==> src/rtl/sink_serializer.sv <==
// rtl/sink_serializer.sv - packet FIFO plus MSB-first byte serializer; optional hwm port via SINK_SER_HIGH_WATER_EN
module sink_serializer #(
  parameter int PKT_WIDTH  = 16,
  parameter int FIFO_DEPTH = 4
) (
  input  logic                 clk,
  input  logic                 arstn,
  input  logic                 snk_valid,
  output logic                 snk_ready,
  input  logic [PKT_WIDTH-1:0] snk,
  input  logic                 tx_ready,
  output logic                 tx_valid,
  output logic [7:0]           tx,
  output logic                 busy
`ifdef SINK_SER_HIGH_WATER_EN
  ,
  input  logic                          hwm_clr,
  output logic [$clog2(FIFO_DEPTH):0]   hwm
`endif
);

  localparam int BYTE_WIDTH = 8;
  localparam int NUM_BYTES  = (PKT_WIDTH + BYTE_WIDTH - 1) / BYTE_WIDTH;
  localparam int SR_W       = NUM_BYTES * BYTE_WIDTH;
  localparam int AW         = $clog2(FIFO_DEPTH);
  localparam int CW         = (NUM_BYTES > 1) ? $clog2(NUM_BYTES) : 1;

  localparam logic [AW:0]   FULL_CNT  = FIFO_DEPTH[AW:0];
  localparam logic [CW-1:0] LAST_BYTE = CW'(NUM_BYTES - 1);

  typedef enum logic [0:0] {
    IDLE = 1'b0,
    SEND = 1'b1
  } state_t;

  // Packet storage; no reset needed since count gates every read.
  logic [PKT_WIDTH-1:0] mem [FIFO_DEPTH];

  logic [AW-1:0]   wr_ptr_q, wr_ptr_d;
  logic [AW-1:0]   rd_ptr_q, rd_ptr_d;
  logic [AW:0]     count_q, count_d;
  state_t          state_q, state_d;
  logic [SR_W-1:0] sr_q, sr_d;
  logic [CW-1:0]   byte_cnt_q, byte_cnt_d;
  logic            tx_valid_q, tx_valid_d;
  logic [7:0]      tx_q, tx_d;

  logic            push;
  logic            pop;
  logic [SR_W-1:0] head;

  // Ready depends only on the registered count, never on tx_ready.
  assign snk_ready = (count_q != FULL_CNT);
  assign push      = snk_valid && snk_ready;
  assign head      = SR_W'(mem[rd_ptr_q]);

  assign tx_valid  = tx_valid_q;
  assign tx        = tx_q;
  assign busy      = (count_q != '0) || (state_q == SEND);

  // Serializer next state: load on idle, shift per accepted byte, reload with no bubble.
  always_comb begin
    state_d    = state_q;
    sr_d       = sr_q;
    byte_cnt_d = byte_cnt_q;
    pop        = 1'b0;
    case (state_q)
      IDLE: begin
        if (count_q != '0) begin
          pop        = 1'b1;
          sr_d       = head;
          byte_cnt_d = LAST_BYTE;
          state_d    = SEND;
        end
      end
      SEND: begin
        if (tx_ready) begin
          if (byte_cnt_q != '0) begin
            sr_d       = sr_q << BYTE_WIDTH;
            byte_cnt_d = byte_cnt_q - CW'(1);
          end else if (count_q != '0) begin
            pop        = 1'b1;
            sr_d       = head;
            byte_cnt_d = LAST_BYTE;
          end else begin
            sr_d    = sr_q << BYTE_WIDTH;
            state_d = IDLE;
          end
        end
      end
      default: state_d = IDLE;
    endcase
    tx_valid_d = (state_d == SEND);
    tx_d       = sr_d[SR_W-1 -: BYTE_WIDTH];
  end

  // FIFO pointer and occupancy update; push and pop together leave count unchanged.
  always_comb begin
    wr_ptr_d = wr_ptr_q;
    rd_ptr_d = rd_ptr_q;
    count_d  = count_q;
    if (push) wr_ptr_d = wr_ptr_q + AW'(1);
    if (pop)  rd_ptr_d = rd_ptr_q + AW'(1);
    case ({push, pop})
      2'b10:   count_d = count_q + 1'b1;
      2'b01:   count_d = count_q - 1'b1;
      default: count_d = count_q;
    endcase
  end

  // Packet write port.
  always_ff @(posedge clk) begin
    if (push) mem[wr_ptr_q] <= snk;
  end

  // State register for FIFO control and serializer; reset drops all buffered data.
  always_ff @(posedge clk or negedge arstn) begin
    if (!arstn) begin
      wr_ptr_q   <= '0;
      rd_ptr_q   <= '0;
      count_q    <= '0;
      state_q    <= IDLE;
      sr_q       <= '0;
      byte_cnt_q <= '0;
      tx_valid_q <= 1'b0;
      tx_q       <= '0;
    end else begin
      wr_ptr_q   <= wr_ptr_d;
      rd_ptr_q   <= rd_ptr_d;
      count_q    <= count_d;
      state_q    <= state_d;
      sr_q       <= sr_d;
      byte_cnt_q <= byte_cnt_d;
      tx_valid_q <= tx_valid_d;
      tx_q       <= tx_d;
    end
  end

`ifdef SINK_SER_HIGH_WATER_EN
  logic [AW:0] hwm_q, hwm_d;

  assign hwm = hwm_q;

  // High-water mark: clear loads the present count, otherwise keep the maximum seen.
  always_comb begin
    hwm_d = hwm_q;
    if (hwm_clr)              hwm_d = count_q;
    else if (count_q > hwm_q) hwm_d = count_q;
  end

  // High-water register.
  always_ff @(posedge clk or negedge arstn) begin
    if (!arstn) hwm_q <= '0;
    else        hwm_q <= hwm_d;
  end
`endif

endmodule

==> config.mk <==
export PLATFORM = sky130hd
export DESIGN_NAME = sink_serializer
export DESIGN_NICKNAME = d
export VERILOG_FILES = /design/src/rtl/sink_serializer.sv
export SDC_FILE = /design/constraint.sdc
export NUM_CORES = 1
export LEC_CHECK = 0
export ABC_AREA = 1
export CAP_MARGIN = 20
export CORE_MARGIN = 4
export CORE_UTILIZATION = 51
export CTS_CLUSTER_SIZE = 14
export DETAILED_ROUTE_END_ITERATION = 12
export PLACE_DENSITY = 0.71
export SKIP_CTS_REPAIR_TIMING = 1
export SLEW_MARGIN = 5
export SYNTH_ARGS = -nofsm -noshare
export SYNTH_HDL_FRONTEND = slang
export SYNTH_SLANG_ARGS = --single-unit
==> constraint.sdc <==
create_clock -name clk -period 2.92 [get_ports clk]
set_input_delay 0.292 -clock clk [delete_from_list [all_inputs] [get_ports clk]]
set_output_delay 0.292 -clock clk [all_outputs]
set_load 0.02 [all_outputs]
Yosys cells after proc, flatten, opt, wreduce, memory -nomap -nowiden
Memory sizes are Yosys's and may differ from the RTL's.
Index checks and enable logic that the tools add are counted.
{"block": "word_totals", "regBits": 25, "ram_bits": 64, "input_bits": 20, "out_inout_bits": 11, "wordCells": 43, "mem_count": 1}
{"name": "mem", "words": 4, "word_bits": 16, "rd": 1, "rd_ports_with_merged_regs": 0, "write_ports": 1, "line_no": "37", "source": "logic [PKT_WIDTH-1:0] mem [FIFO_DEPTH];"}
{"block": "op_classes", "add_sub_neg": 5, "eq_ne": 5, "muxes": 19, "bitwise_logic": 1, "n_reduce_logical": 5}
{"cell": "16-bit two-way mux", "count": 4}
{"cell": "16-bit one-hot mux with 2 select lines", "count": 1}
{"cell": "1-bit two-way mux", "count": 10}
{"cell": "1-bit one-hot mux with 2 select lines", "count": 3}
{"cell": "3-bit one-hot mux with 2 select lines", "count": 1}
{"cell": "2-bit by 1-bit adder with 2-bit output, second input constant", "count": 2}
{"cell": "2-bit != test, second input constant", "count": 2}
{"cell": "3-bit by 1-bit adder with 3-bit output, second input constant", "count": 1}
{"cell": "3-bit != test, second input constant", "count": 1}
{"cell": "3-bit nonzero test", "count": 1}
{"cell": "3-bit by 1-bit subtractor with 3-bit output, second input constant", "count": 1}
{"cell": "2-bit by 1-bit == test with 1-bit output, second input constant", "count": 1}
{"cell": "2-bit == test, second input constant", "count": 1}
{"cell": "2-bit AND reduction", "count": 1}
{"cell": "2-bit nonzero test", "count": 1}
{"cell": "1-bit logical AND", "count": 1}
{"cell": "1-bit logical OR", "count": 1}
{"cell": "1-bit NOT", "count": 1}
{"cell": "1-bit subtractor, second input constant", "count": 1}

Depth between registers and ports, before layout
Gate-level depths: netlist of run 1.
{"block": "logic_depth", "ltp_word": 7, "depth_mapped": 10, "depth_no_buf": 10}

Least setup slack after synthesis of run 1
No wires, ideal clock.
{"block": "synth_path", "path_kind": "reg2reg", "from": "register tx_valid (netlist name)", "to": "register count_q[2]", "setup_time_ns": 0.131, "t_arrival_ns": 1.904, "t_required_ns": 2.789, "setup_slack_ns": 0.885, "stages_incl_launch_ff": 11, "path_buffers": 1, "period_less_slack_ns": 2.035, "cell_sequence": "dfrtp_1 -> buf_2 -> o21ai_1 -> nand2_1 -> inv_2 -> ha_1 -> inv_1 -> fa_1 -> a21oi_1 -> o21ai_0 -> xor2_1"}
{"item": "to (signal assigned)", "line_no": "130", "source": "count_q <= count_d;"}
{"item": "to (decl)", "line_no": "41", "source": "logic [AW:0] count_q, count_d;"}

==> qor.csv, run 1 <==
metric,value,unit
route.top_layer_used,met4,
wl_met1,3.00,mm
routedWlPerCell,14.9,µm
critPathArrivalTime,2.38,ns
grt_util_all_layers,0.170,
synth_nets,358,
final_critical_period,2.15,ns
core,6980,µm²
ys_types,22,
synth.top_cells.by_count,"72 x sky130_fd_sc_hd__nand2_1, 64 x sky130_fd_sc_hd__edfxtp_1, 40 x sky130_fd_sc_hd__nand3_1, 38 x sky130_fd_sc_hd__inv_1",
internal_power,2660,µW
area_of_the_multi_input_gates,915,µm²
max-cap-violations,0,
worstPathCellList,o21ai_1 -> nand2_1 -> inv_2 -> ha_1 -> inv_1 -> fa_1 -> a21oi_1 -> o21ai_0 -> xor2_1,
numPortBuffers,30,
design.die.area,8780,µm²
num_antenna_cells,0,
rr_endpoint,count_q[2],
initial_utilization,0.537,
crit_path_max_fanout,12,
htreeDepth,3,
ant_nets,0,
synth.ff_latch_count,89,
wirelength,6.88,mm
crit_path_max_incr_delay,0.51,ns
synthDominantCellAreaShare,0.513,
timing.reg2reg.setup_slack,0.77,ns
required,3.15,ns
final_hold_viol_count,0,
wl_met2,3.39,mm
comb_power_share,0.366,
clock_latency,0.35,ns
slew_violations,0,
post-synth-top-count-cell,sky130_fd_sc_hd__nand2_1,
number_of_enable_type_register_cells_in_the_synthesized_netlist,64,
final_min_period_over_clock_period,0.735,
fraction_of_power_consumed_by_sequential_logic,0.442,
power.switching_fraction,0.368,
drt-pass1-iter-count,4,
number_of_cells_produced_by_synthesis,332,
ir_drop,0.323,mV
clk_pin_slew_worst_paths,0.08,ns
largest_net_degree_at_the_start_of_global_routing,35,
num_rows,30,
gp_congestion,0.824,
cts_root_buf,sky130_fd_sc_hd__clkbuf_8,
grt.overflow.total,0,
grt_pass1_vias,2354,
detail_route.vias_per_cell,5.10,
net_count_reported_at_finish,387,
mappedNetlistArea,3750,µm²
netlist.top_cell.by_area,sky130_fd_sc_hd__edfxtp_1,
timing.fmax,0.466,GHz
slowest_stage,sky130_fd_sc_hd__dfrtp_1,
yosys_most_used_dff,sky130_fd_sc_hd__edfxtp_1,
grt_first_pass_wirelength,11.3,mm
ys_seq_area_frac,0.680,
drc,0,
via_count,2356,
timing.max_slew.rel_slack,0.610,
worstMarginPinSlew,0.584,ns
worstSetupStartpointType,flip-flop,
worst_hold_class,input port to asynchronous set/reset pin,
async_flop_share,0.281,
clock-skew-final,0.00729,ns
grt_setup_unrepaired,no,
io-pin-count,31,
setup-tns-final,0,ns
drt_iter0_markers,134,
chipWidth,93.7,µm
clock_tree.buffer_depth,2,
finalSetupViolations,0,
ratio_of_cells_with_drive_above_1_in_the_final_layout,0.0902,
nFillCells,595,
register_area,2550,µm²
p_leak,0.00177,µW
clock_power_share,0.192,
clock_tree_from_tritoncts,done,
numCtsBuffers,9,
dp_hpwl,4.35,mm
crit_path_end_kind,flip-flop,
result_of_the_run,finished clean,
syn-mean-instance-area,11.3,µm²
area_growth,14.3,%
clock-sinks,89,
switching_power,1550,µW
finalCoreUtilization,0.613,
timing_worst_setup_path_type,flip-flop to flip-flop,
ff2ff_path_depth,9,
power_density,985,nW/µm²
grt_antenna_before_repair,0,
synthesis.yosys.warnings,0,
wl_met3,341,µm
regToRegStartpoint,tx_valid,
synth_top_cells_by_area,"sky130_fd_sc_hd__edfxtp_1 51%, sky130_fd_sc_hd__dfrtp_1 17%, sky130_fd_sc_hd__nand2_1 7.2%",
floorplan.die.height,93.7,µm
## through the flow
| stage | setup slack, ns | hold WS (ns) | cells | total power (µW) | area [µm²] |
|---|---|---|---|---|---|
| after CTS | 0.776 | 0.295 | 462 | 4250 | 4280 |
| after detailed placement | 0.461 | 0.466 | 446 | 3440 | 4090 |
| after global routing | 0.603 | 0.325 | 462 | 4530 | 4280 |
| after floorplan | 0.885 | -0.00359 | 332 | 3030 | 3750 |
| after global placement | 0.538 | 0.463 | 446 | 3390 | 4090 |
| final | 0.773 | 0.299 | 462 | 4220 | 4280 |
## registers in the layout, summed over array words and instances (netlist names)
| name | count |
|---|---|
| mem | 64 |
| sr_q | 16 |
| count_q | 3 |
| rd_ptr_q | 2 |
| wr_ptr_q | 2 |
| byte_cnt_q | 1 |
| tx_valid | 1 |
## cell usage in the layout, fill, tap and decap left out, types with 2 or more instances in the layout
| master | count |
|---|---|
| sky130_fd_sc_hd__xor2_1 | 2 |
| sky130_fd_sc_hd__inv_1 | 38 |
| sky130_fd_sc_hd__o21ai_1 | 2 |
| sky130_fd_sc_hd__dfrtp_1 | 25 |
| sky130_fd_sc_hd__nand2_1 | 72 |
| sky130_fd_sc_hd__nand2_4 | 3 |
| sky130_fd_sc_hd__nor2_1 | 8 |
| sky130_fd_sc_hd__inv_2 | 4 |
| sky130_fd_sc_hd__clkdlybuf4s50_1 | 30 |
| sky130_fd_sc_hd__clkbuf_8 | 10 |
| sky130_fd_sc_hd__o21ai_2 | 2 |
| sky130_fd_sc_hd__buf_4 | 7 |
| sky130_fd_sc_hd__clkbuf_1 | 2 |
| sky130_fd_sc_hd__ha_1 | 5 |
| sky130_fd_sc_hd__o21ai_0 | 25 |
| sky130_fd_sc_hd__a21oi_1 | 18 |
| sky130_fd_sc_hd__edfxtp_1 | 64 |
| sky130_fd_sc_hd__clkinv_2 | 3 |
| sky130_fd_sc_hd__nand3_1 | 40 |
## cell type report
cell class	instances	share of cell area
repair buffers	37	0.0824
inverters	42	0.0368
well taps	96	0.0280
flip-flops and latches	89	0.595
clock buffers	12	0.0339
multi-input cells	182	0.214
clock inverters	4	0.0105
## cells by family after synthesis
kind of cell	after synthesis	synth area share
xor+xnor	3	0.00702
simple gates	125	0.146
buf+inv	61	0.0758
flops	89	0.680
compound gates	48	0.0691
fa+ha+maj	6	0.0220
## worst max path at each step
stage | startpoint | end | slack (ns) | cells after the start
floorplan | tx_valid | count_q[2] | 0.89 | 10
global placement | tx_ready | count_q[2] | 0.54 | 11
detailed placement | tx_ready | count_q[2] | 0.46 | 11
CTS | tx_valid | count_q[2] | 0.78 | 9
global route | tx_valid | count_q[2] | 0.60 | 9
finish | tx_valid | count_q[2] | 0.77 | 9
## metal layers
metal | up-vias | global-route usage
met1 | 1121 | 0.217
met3 | 12 | 0.0288
met5 | - | 0
met2 | 64 | 0.278
li1 | 1159 | -
met4 | 0 | 0.0927
## power by group through the flow
| stage | combinational [µW] | clock, µW | sequential, µW |
|---|---|---|---|
| 2_1_floorplan | 1190 | 0 | 1840 |
| 3_3_place_gp | 1510 | 0 | 1870 |
| 3_5_place_dp | 1550 | 0 | 1890 |
| 4_1_cts | 1560 | 825 | 1860 |
| 5_1_grt | 1750 | 875 | 1900 |
| 6_report | 1540 | 809 | 1860 |
## worst max-delay path: cells and delay by family (launching register included)
kind	cells	cell delay (ns)
AOI/OAI and AO/OA	3	0.42
xor gates and xnor gates	1	0.15
adders and majority gates	2	0.56
buffers and inverters	2	0.26
DFF	1	0.51
and+or+nand+nor	1	0.13
Power figures use the tool's default switching activity.
==> run 2: changes to the inputs <==
==> constraint.sdc (replaced) <==
create_clock -name clk -period 2 [get_ports clk]
set_input_delay 0.2 -clock clk [delete_from_list [all_inputs] [get_ports clk]]
set_output_delay 0.2 -clock clk [all_outputs]
set_load 0.02 [all_outputs]
==> run 2 against run 1 <==
Effect of this change:
- register-to-register slack worse by 0.60 ns
- via count is 0.51% higher
- final cell count is 1.7% higher
- count of clock-buffer cells in the layout is 1 lower
- clock skew hardly changed
- flip-flop and latch count stayed put
- global-route usage is 0.29 points higher
- sequential power is 47% higher
- core utilization is 2.2 points higher
- first-iteration DRC count is 0.75% higher
- combinational power is 56% higher
==> qor.csv, run 2 (synthesis results as in run 1) <==
metric,value,unit,change
largest_registers,"mem: 64 flops, sr_q: 16 flops, count_q: 3 flops",,
finalCoreUtilization,0.635,,+0.0215
drc,0,,unchanged
clock_tree_from_tritoncts,done,,
initial_utilization,0.537,,unchanged
clk_pin_slew_worst_paths,0.08,ns,about the same
ratio_of_cells_with_drive_above_1_in_the_final_layout,0.118,,+0.0275
most-common-layout-cells,"72 x sky130_fd_sc_hd__nand2_1, 64 x sky130_fd_sc_hd__edfxtp_1, 40 x sky130_fd_sc_hd__nand3_1, 38 x sky130_fd_sc_hd__inv_1, 30 x sky130_fd_sc_hd__clkdlybuf4s50_1",,
crit_path_max_fanout,11,,-1
net_count_reported_at_finish,395,,+2.1%
numCtsBuffers,9,,unchanged
final_min_period_over_clock_period,0.941,,
smallest_setup_slack_after_layout,0.117,ns,-0.655 ns
core,6980,µm²,unchanged
post-place-ws,-0.112,ns,-0.573 ns
critPathArrivalTime,1.68,ns,-0.70 ns
clock_latency,0.34,ns,about the same
final_critical_period,1.88,ns,
grt_setup_unrepaired,no,,
finalSetupViolations,0,,unchanged
drt_iter0_markers,135,,+0.75%
grt_first_pass_wirelength,11.6,mm,+2.5%
p_leak,0.00183,µW,+3.6%
placed_instance_area,4200,µm²,+2.7%
ir_drop,0.497,mV,+54%
flip_flop_count_of_the_largest_register_all_copies_and_words_added,64,,unchanged
final_cell_area,4430,µm²,+3.5%
floorplan.die.height,93.7,µm,unchanged
worstSetupStartpointType,flip-flop,,
required,1.80,ns,-1.35 ns
via_count,2368,,+0.51%
detail_route.vias_per_cell,5.04,,-1.2%
final_hold_viol_count,0,,unchanged
cts_root_buf,sky130_fd_sc_hd__clkbuf_8,,
numPortBuffers,30,,unchanged
mostFrequentLayoutCell,sky130_fd_sc_hd__nand2_1,,
grt_util_all_layers,0.173,,+0.00288
htreeDepth,3,,unchanged
chipWidth,93.7,µm,unchanged
max-cap-violations,0,,unchanged
grt_antenna_before_repair,0,,unchanged
slew_violations,0,,unchanged
layoutNonFillerInstCount,470,,+1.7%
num_antenna_cells,0,,unchanged
timing.max_slew.rel_slack,0.661,,+0.0502
timing.fmax,0.531,GHz,
top_register,mem,,
worst_hold_class,input port to asynchronous set/reset pin,,
design.die.area,8780,µm²,unchanged
num_rows,30,,unchanged
largest_net_degree_at_the_start_of_global_routing,36,,+2.9%
io-pin-count,31,,unchanged
place_inst,454,,+1.8%
ant_nets,0,,unchanged
worstMarginPinSlew,0.509,ns,-0.0753 ns
wirelength,6.97,mm,+1.3%
dp_hpwl,4.46,mm,+2.5%
timing_worst_setup_path_type,flip-flop to output pin,,
grt_pass1_vias,2369,,+0.64%
clock_tree.buffer_depth,2,,unchanged
result_of_the_run,finished clean,,
grt.overflow.total,0,,unchanged
power_density,1460,nW/µm²,+48%
routedWlPerCell,14.8,µm,-0.39%
clock-skew-final,0.00708,ns,-0.000203 ns
drt-pass1-iter-count,4,,unchanged
timing.hold.ws,0.211,ns,-0.0876 ns
crit_path_end_kind,output pin,,
gp_congestion,0.783,,-4.9%
area_growth,18.3,%,
clock-sinks,89,,unchanged
## run 2: routing by layer
metal / share of wire / global-route usage
met5: 0 / 0
met4: 0.014 / 0.0782
met3: 0.041 / 0.0264
met2: 0.49 / 0.282
met1: 0.46 / 0.230
## run 2: area by class of cell
class / count / area [µm²]
fillers: 566 / 2550
clock buffers: 11 / 141
repair buffers: 45 / 463
clock inverters: 5 / 78.8
multi-input cells: 182 / 923
inverters: 42 / 158
well taps: 96 / 120
flip-flops and latches: 89 / 2550
## run 2: worst max-delay path, cell delays in order, from the launching register on
cell                              delay [ns]
sky130_fd_sc_hd__dfrtp_2                0.40
sky130_fd_sc_hd__buf_4                  0.17
sky130_fd_sc_hd__inv_1                  0.16
sky130_fd_sc_hd__nand2_1                0.07
sky130_fd_sc_hd__clkdlybuf4s50_1        0.54
## run 2: per-stage QoR
| step | total power, µW | TNS, ns |
|---|---|---|
| after floorplan | 4430 | 0 |
| after global placement | 5080 | -0.0878 |
| after detailed placement | 5150 | -0.112 |
| after CTS | 6520 | 0 |
| after global routing | 6940 | 0 |
| final | 6470 | 0 |
## run 2: power by group
group          total, µW  internal [µW]  switching, µW
clock network       1340            737            598
registers           2730           2500            234
logic               2410            915           1490
## run 2: final timing paths
path                       startpoint          to  slack, ns  cells past startpoint
max                          tx_valid        busy       0.12                      4
min                             arstn  count_q[0]       0.21                      2
max reg2reg                count_q[1]  count_q[2]       0.17                      9
min reg2reg                  sr_q[14]    sr_q[14]       0.48                      2
max in group asynchronous       arstn    tx_valid       1.51                      2
min in group clk             sr_q[14]    sr_q[14]       0.48                      2
==> run 3: changes to the inputs <==
==> constraint.sdc (replaced) <==
create_clock -name clk -period 2.38 [get_ports clk]
set_input_delay 0.238 -clock clk [delete_from_list [all_inputs] [get_ports clk]]
set_output_delay 0.238 -clock clk [all_outputs]
set_load 0.01 [all_outputs]
==> run 3 against run 2 <==
Effect of this change:
- first-iteration DRC count decreased by 5.9%
- register-to-register slack improved by 0.20 ns
- total power down 21%
- combinational power decreased by 24%
- count of clock-buffer cells in the layout fell by 2
- die area did not move
- worst setup slack gained 0.25 ns
- largest power group unchanged
==> qor.csv, run 3 (synthesis results as in run 1) <==
metric,value,unit,change
slowest_stage,sky130_fd_sc_hd__dfrtp_1,,
drt-pass1-iter-count,4,,unchanged
core,6980,µm²,unchanged
ir_drop,0.464,mV,-6.7%
worstMarginPinSlew,0.630,ns,+0.121 ns
drc,0,,unchanged
timing_worst_setup_path_type,flip-flop to flip-flop,,
finalCoreUtilization,0.615,,-0.0197
numCtsBuffers,9,,unchanged
clock-skew-final,0.00728,ns,+0.000192 ns
chipWidth,93.7,µm,unchanged
result_of_the_run,finished clean,,
num_antenna_cells,0,,unchanged
grt_first_pass_wirelength,11.3,mm,-2.1%
drt_iter0_markers,127,,-5.9%
ff2ff_path_depth,9,,unchanged
flip_flop_count_of_the_largest_register_all_copies_and_words_added,64,,unchanged
clk_pin_slew_worst_paths,0.09,ns,about the same
placed_instance_area,4100,µm²,-2.5%
cts_root_buf,sky130_fd_sc_hd__clkbuf_8,,
worstSetupPathDepth,9,,+5
power_density,1190,nW/µm²,-18%
floorplan.die.height,93.7,µm,unchanged
max-cap-violations,0,,unchanged
mostFrequentLayoutCell,sky130_fd_sc_hd__nand2_1,,
numPortBuffers,30,,unchanged
grt_pass1_vias,2312,,-2.4%
crit_family,adder cells,,
largest_registers,"mem: 64 flops, sr_q: 16 flops, count_q: 3 flops",,
wirelength,6.77,mm,-2.9%
worst_hold_class,input port to asynchronous set/reset pin,,
cp_num_buf_inv,1,,-2
most-common-layout-cells,"72 x sky130_fd_sc_hd__nand2_1, 64 x sky130_fd_sc_hd__edfxtp_1, 40 x sky130_fd_sc_hd__nand3_1, 38 x sky130_fd_sc_hd__inv_1, 30 x sky130_fd_sc_hd__clkdlybuf4s50_1",,
ratio_of_cells_with_drive_above_1_in_the_final_layout,0.0954,,-0.0223
clock_tree.buffer_depth,2,,unchanged
slew_violations,0,,unchanged
grt_util_all_layers,0.171,,-0.00242
final_hold_viol_count,0,,unchanged
grt_setup_unrepaired,no,,
crit_path_max_fanout,8,,-3
worstPathCellList,nor2_2 -> nand2_1 -> nand2_2 -> ha_1 -> inv_1 -> fa_1 -> a21oi_1 -> o21ai_0 -> xor2_1,,
clock_tree_from_tritoncts,done,,
timing.fmax,0.497,GHz,
crit_path_end_kind,flip-flop,,
io-pin-count,31,,unchanged
design.die.area,8780,µm²,unchanged
required,2.62,ns,+0.82 ns
crit_path_max_incr_delay,0.42,ns,-0.12 ns
num_rows,30,,unchanged
register_area,2550,µm²,about the same
worstSetupStartpointType,flip-flop,,
finalSetupViolations,0,,unchanged
area_growth,14.7,%,
p_leak,0.00177,µW,-3.6%
clock-sinks,89,,unchanged
area_of_the_multi_input_gates,915,µm²,-0.95%
final_cell_area,4300,µm²,-3.1%
largest_net_degree_at_the_start_of_global_routing,29,,-19%
routedWlPerCell,14.6,µm,-1.4%
dp_hpwl,4.36,mm,-2.3%
final_critical_period,2.01,ns,
initial_utilization,0.537,,unchanged
net_count_reported_at_finish,388,,-1.8%
clock_latency,0.35,ns,about the same
grt_antenna_before_repair,0,,unchanged
nFillCells,594,,+4.9%
gp_congestion,0.811,,+3.5%
via_count,2341,,-1.1%
ant_nets,0,,unchanged
timing.max_slew.rel_slack,0.580,,-0.0806
critPathArrivalTime,2.25,ns,+0.57 ns
grt.overflow.total,0,,unchanged
final_min_period_over_clock_period,0.845,,
htreeDepth,3,,unchanged
top_register,mem,,
detail_route.vias_per_cell,5.06,,+0.35%
setup-tns-final,0,ns,unchanged
## run 3: per-layer routing
layer,GRT usage,vias up,part of all wire
met5,0,-,0
li1,-,1164,-
met2,0.271,48,0.48
met1,0.227,1120,0.46
met3,0.0353,9,0.045
met4,0.0782,0,0.011
## run 3: power breakdown
| group | leakage (µW) | total [µW] | internal, µW | switching [µW] |
|---|---|---|---|---|
| clock network | 0.0000929 | 1010 | 483 | 528 |
| registers | 0.000890 | 2290 | 2100 | 194 |
| logic | 0.000784 | 1820 | 672 | 1150 |
## run 3: worst reg2reg max path: stages, from the launching register on
cell and delay, ns:
sky130_fd_sc_hd__dfrtp_1 0.42, sky130_fd_sc_hd__nor2_2 0.19, sky130_fd_sc_hd__nand2_1 0.11, sky130_fd_sc_hd__nand2_2 0.16, sky130_fd_sc_hd__ha_1 0.16, sky130_fd_sc_hd__inv_1 0.06
sky130_fd_sc_hd__fa_1 0.38, sky130_fd_sc_hd__a21oi_1 0.15, sky130_fd_sc_hd__o21ai_0 0.11, sky130_fd_sc_hd__xor2_1 0.15
## run 3: worst paths after layout
kind	from	end	slack (ns)
max	count_q[0]	count_q[2]	0.37
min	arstn	wr_ptr_q[0]	0.25
max reg2reg	count_q[0]	count_q[2]	0.37
min reg2reg	sr_q[13]	sr_q[13]	0.48
max in group asynchronous	arstn	sr_q[11]	1.88
min in group clk	sr_q[13]	sr_q[13]	0.48
## run 3: cell type report
| class | instances | share of cell area |
|---|---|---|
| Sequential cell | 89 | 0.593 |
| Multi-Input combinational cell | 182 | 0.213 |
| Timing Repair Buffer | 38 | 0.0839 |
| Inverter | 42 | 0.0367 |
| Clock buffer | 9 | 0.0288 |
| Tap cell | 96 | 0.0280 |
| Clock inverter | 7 | 0.0166 |
## run 3: metrics by stage
stage	total power [µW]	hold slack [ns]	setup WS, ns	std cells
final	5120	0.246	0.369	463
after detailed placement	4170	0.466	0.153	447
after floorplan	3650	-0.0576	0.405	332
after global placement	4110	0.462	0.192	447
after global routing	5550	0.257	0.209	463
after CTS	5170	0.246	0.358	463
